===== src/rtl/serial_adder.sv =====
// serial_adder: bit-serial ripple adder. Operands are captured on an accepted
// start, then one full-adder cell consumes one bit per clock, LSB first. The
// registered sum/cout only update when the last bit completes, so partial
// results never appear on the outputs.
module serial_adder #(
    parameter int WIDTH = 8
) (
    input  logic             clk,
    input  logic             rst,
    input  logic             start,
    input  logic [WIDTH-1:0] a,
    input  logic [WIDTH-1:0] b,
    input  logic             cin,
    output logic             busy,
    output logic             done,
    output logic [WIDTH-1:0] sum,
    output logic             cout
);

    localparam int CNT_W = (WIDTH > 2) ? $clog2(WIDTH) : 1;
    localparam logic [CNT_W-1:0] LAST_BIT = CNT_W'(WIDTH - 1);

    typedef enum logic [1:0] {
        ST_IDLE = 2'd0,
        ST_RUN  = 2'd1,
        ST_DONE = 2'd2
    } state_t;

    state_t             state_reg, state_next;
    logic [WIDTH-1:0]   a_sr_reg, a_sr_next;
    logic [WIDTH-1:0]   b_sr_reg, b_sr_next;
    logic [WIDTH-1:0]   psum_reg, psum_next;
    logic [WIDTH-1:0]   sum_reg, sum_next;
    logic               carry_reg, carry_next;
    logic               cout_reg, cout_next;
    logic [CNT_W-1:0]   cnt_reg, cnt_next;

    // Control strobes decoded from the current state.
    logic accept;     // start taken this edge (IDLE or DONE only)
    logic step;       // one bit is processed this edge
    logic last_step;  // this edge processes the MSB and completes the result

    // Full-adder cell on the current LSBs.
    logic s_bit;
    logic c_maj;

    // Right-shifted views of the shift registers; the partial-sum view
    // already carries the new bit in its MSB.
    logic [WIDTH-1:0] a_shift;
    logic [WIDTH-1:0] b_shift;
    logic [WIDTH-1:0] psum_shift;

    assign s_bit = a_sr_reg[0] ^ b_sr_reg[0] ^ carry_reg;
    assign c_maj = (a_sr_reg[0] & b_sr_reg[0])
                 | (a_sr_reg[0] & carry_reg)
                 | (b_sr_reg[0] & carry_reg);

    // Per-bit shift wiring: operands shift zeros in at the top, the partial
    // sum shifts the freshly computed bit in at the top.
    genvar gi;
    generate
        for (gi = 0; gi < WIDTH; gi++) begin : g_bits
            if (gi == WIDTH - 1) begin : g_top
                assign a_shift[gi]    = 1'b0;
                assign b_shift[gi]    = 1'b0;
                assign psum_shift[gi] = s_bit;
            end else begin : g_low
                assign a_shift[gi]    = a_sr_reg[gi+1];
                assign b_shift[gi]    = b_sr_reg[gi+1];
                assign psum_shift[gi] = psum_reg[gi+1];
            end
        end
    endgenerate

    // Next-state and output decode; start is only honoured outside RUN.
    always_comb begin
        state_next = state_reg;
        accept     = 1'b0;
        step       = 1'b0;
        last_step  = 1'b0;
        busy       = 1'b0;
        done       = 1'b0;
        case (state_reg)
            ST_IDLE: begin
                if (start) begin
                    accept     = 1'b1;
                    state_next = ST_RUN;
                end
            end
            ST_RUN: begin
                busy = 1'b1;
                step = 1'b1;
                if (cnt_reg == LAST_BIT) begin
                    last_step  = 1'b1;
                    state_next = ST_DONE;
                end
            end
            ST_DONE: begin
                done = 1'b1;
                if (start) begin
                    accept     = 1'b1;
                    state_next = ST_RUN;
                end else begin
                    state_next = ST_IDLE;
                end
            end
            default: begin
                state_next = ST_IDLE;
            end
        endcase
    end

    // Datapath next values: load on accept, shift on each RUN step,
    // publish the result only on the final step.
    always_comb begin
        a_sr_next  = a_sr_reg;
        b_sr_next  = b_sr_reg;
        psum_next  = psum_reg;
        carry_next = carry_reg;
        cnt_next   = cnt_reg;
        sum_next   = sum_reg;
        cout_next  = cout_reg;
        if (accept) begin
            a_sr_next  = a;
            b_sr_next  = b;
            psum_next  = '0;
            carry_next = cin;
            cnt_next   = '0;
        end else if (step) begin
            a_sr_next  = a_shift;
            b_sr_next  = b_shift;
            psum_next  = psum_shift;
            carry_next = c_maj;
            cnt_next   = last_step ? '0 : cnt_reg + 1'b1;
            if (last_step) begin
                sum_next  = psum_shift;
                cout_next = c_maj;
            end
        end
    end

    // State and datapath registers with synchronous reset.
    always_ff @(posedge clk) begin
        if (rst) begin
            state_reg <= ST_IDLE;
            a_sr_reg  <= '0;
            b_sr_reg  <= '0;
            psum_reg  <= '0;
            carry_reg <= 1'b0;
            cnt_reg   <= '0;
            sum_reg   <= '0;
            cout_reg  <= 1'b0;
        end else begin
            state_reg <= state_next;
            a_sr_reg  <= a_sr_next;
            b_sr_reg  <= b_sr_next;
            psum_reg  <= psum_next;
            carry_reg <= carry_next;
            cnt_reg   <= cnt_next;
            sum_reg   <= sum_next;
            cout_reg  <= cout_next;
        end
    end

    assign sum  = sum_reg;
    assign cout = cout_reg;

endmodule


===== config.mk =====
export PLATFORM = sky130hd
export DESIGN_NAME = serial_adder
export DESIGN_NICKNAME = d
export VERILOG_FILES = /design/src/rtl/serial_adder.sv
export SDC_FILE = /design/constraint.sdc
export NUM_CORES = 1
export LEC_CHECK = 0
export ABC_AREA = 1
export BUFFER_PORTS_ARGS = -buffer_cell sky130_fd_sc_hd__buf_2
export CAP_MARGIN = 5
export CORE_ASPECT_RATIO = 1.2
export CORE_UTILIZATION = 54
export CTS_CLUSTER_DIAMETER = 30
export DETAILED_ROUTE_END_ITERATION = 6
export PLACE_DENSITY_LB_ADDON = 0.08
export RECOVER_POWER = 25
export SYNTH_ARGS = -nofsm -noshare
export SYNTH_HDL_FRONTEND = slang
export SYNTH_SLANG_ARGS = --single-unit

===== constraint.sdc =====
create_clock -name clk -period 1.46 [get_ports clk]
set_input_delay 0.292 -clock clk [delete_from_list [all_inputs] [get_ports clk]]
set_output_delay 0.292 -clock clk [all_outputs]
set_load 0.005 [all_outputs]

==> impl_metrics.csv <==
group,metric,value,unit
final_layout,num_antenna_cells,0,
clock_network,cts-htree-levels,2,
clock_network,cts_buffer_depth,2,
placed_design,place.detailed.hpwl,2380,µm
clock_network,path_clk_slew,0.11,ns
drt,drc_errors,0,
final_layout,utilization,66.5,%
outcome,status,"finished, final reports clean",
final_layout,syn_to_final_growth,17.8,%
drt,drtIter0Drc,41,
global_routing,grt_max_degree,20,
drt,antenna_left,0,
clock_network,cts_buffers,5,
global_routing,grt_pass1_wl,5530,µm
drt,num_vias,1466,
global_routing,grt_usage,22.9,%
pwr,p_clk_share,39.8,%
sta,layout_setup_ws,0.0678,ns
worst_setup_path,worstPathArrival,1.10,ns
pwr,p_int,1.79,mW
sta,drv_slew,0,
floorplanning,initial_utilization,56.5,%
yosys,synth_cell_types,22,
pwr,switching_share,24.1,%
placed_design,dp_slack,0.124,ns
final_layout,multi_input_area,731,µm²
sta,rsz0062_at_grt,"false",
clock_network,cts_tree,"built",
global_routing,antenna_found_initial,0,
clock_network,clock_latency,0.36,ns
worst_setup_path,endpoint_kind,"primary output",
final_layout,n_fill_cell,305,
yosys,synth_fp_nets,254,
final_layout,seq_area,763,µm²
worst_hold_path,hp-class,"input port to flip-flop",
sta,max_freq,0.718,GHz
sta,tns,0,ns
final_layout,finalNetCount,293,
placed_design,gp_congestion,0.735,
yosys,ys_seq_area_share,44.1,%
floorplanning,fp.dieArea,0.00343,mm²
floorplanning,num_io_pins,31,
drt,totalWireLength,3410,µm
final_layout,final_cell_count_no_fill,307,
sta,finalSetupViolCount,0,
sta,fin_crit_sh,95.4,%
pwr,seqPwrFrac,47.6,%
placed_design,numPlacedInstances,297,
drt,routed_wire_length_per_instance,11.1,µm
floorplanning,die_w,53.6,µm
worst_setup_path,worstPathMaxFanout,12,
global_routing,grt_pass1_vias,1309,
sta,worst_slew_pin_slew,0.480,ns
pwr,total_power,2.36,mW
floorplanning,rows,22,
floorplanning,die_h,63.9,µm
yosys,synth_area,0.00173,mm²
yosys,synth_seq_cells,38,
worst_setup_path,start_kind,"flip-flop",
drt,vias_per_cell,4.78,
floorplanning,core,0.00306,mm²
drt,firstDrtPassIters,4,
final_layout,layout_commonest_cell,"nand2_1",
yosys,postSynthCellCount,231,
pwr,power_switching,0.567,mW
pwr,powerDensity,1160,mW/mm²
worst_setup_path,crit_required,1.17,ns
pwr,p_comb_share,12.6,%
sta,slew_headroom,68.0,%
worst_setup_path,critPathKind,"flip-flop to primary output",
placed_design,portBuffers,30,
flow_run,max-cap-violations,0,
clock_network,clockRootBuffer,"clkbuf_4",
yosys,yosys_warnings,0,
clock_network,clock-sinks,38,
pwr,peakVddDrop,1.19,mV
final_layout,drive_above_1_share,24.7,%
sta,period_needed,1.39,ns
global_routing,gr-total-overflow,0,
sta,hold_viol,0,
final_layout,layout_common_cells,"nand2_1 (48), dfxtp_1 (36), inv_1 (32), nor2_1 (31), buf_2 (30)",
worst_setup_path,ff2ff_setup_slack,0.13,ns
yosys,avgSynthCellArea,7.47,µm²
sta,finalClockSkew,0.0132,ns
pwr,power_leakage,1.03,nW
cell usage after synthesis (all sizes together):
master	count	share of area, %
nand3	19	6.7
clkbuf	2	1.0
inv	38	8.4
o21ai	21	6.1
nor2	35	9.1
a21oi	19	5.5
ha	2	1.5
buf	6	4.3
nand2	50	12
fa	1	1.2
dfxtp	38	44
cell families (layout without fill, tap and decap cells):
logic type | count (synthesis) | count (layout) | synth area share (%)
and+or+nand+nor | 104 | 104 | 28.0
buffers and inverters | 46 | 86 | 13.7
AOI/OAI and AO/OA | 40 | 40 | 11.6
DFF | 38 | 38 | 44.1
adders and majority gates | 3 | 3 | 2.61
path summary, 6_finish.rpt:
kind	from	end	depth (start not counted)
setup reg to reg	cnt_reg[0]$_SDFFE_PP0N_	sum[7]$_SDFFE_PP0P_	7
hold / removal	a[7]	a_sr_reg[7]$_SDFFE_PP0P_	3
setup / recovery	state_reg[0]$_SDFFE_PP0P_	busy	4
hold reg to reg	b_sr_reg[7]$_SDFFE_PP0P_	b_sr_reg[7]$_SDFFE_PP0P_	2
final cells by class:
class	count	area share (%)
inverters	38	7.51
repair buffers	40	11.3
clock buffers	6	2.52
multi-input cells	147	36.0
clock inverters	2	2.96
flip-flops and latches	38	37.6
well taps	36	2.22
stage by stage:
stage | hold WS (ns) | instance area, µm²
2_1_floorplan | 0.427 | 1730
3_3_place_gp | 0.453 | 1890
3_5_place_dp | 0.454 | 1890
4_1_cts | 0.166 | 2020
5_1_grt | 0.166 | 2030
6_report | 0.177 | 2030
layer usage:
| metal | vias up | track usage, % | wire length, µm |
|---|---|---|---|
| met5 | - | 0 | 0 |
| met2 | 28 | 36.6 | 1590 |
| li1 | 792 | - | - |
| met1 | 640 | 27.3 | 1620 |
| met3 | 6 | 7.38 | 139 |
| met4 | 0 | 9.87 | 60 |
power groups by stage:
stage          registers, mW  clock network (mW)  logic (mW)
2_1_floorplan           1.14                   0       0.233
3_3_place_gp            1.15                   0       0.290
3_5_place_dp            1.15                   0       0.294
4_1_cts                 1.12               0.949       0.296
5_1_grt                 1.13               0.992       0.343
6_report                1.12               0.939       0.296
critical path: stages, from the launching register on:
cell,delay (ns)
dfxtp_2,0.34
buf_6,0.12
nand2_8,0.12
inv_8,0.05
buf_2,0.12
what timing repair did:
action	4_1_cts	5_1_grt
endpoints found under the setup margin	1	7
cloned	0	0
gates resized for setup	1	6
setup buffers	2	0
hold buffers	0	0
pin swaps	0	2
Note: power is estimated with default switching activity, not from simulation.
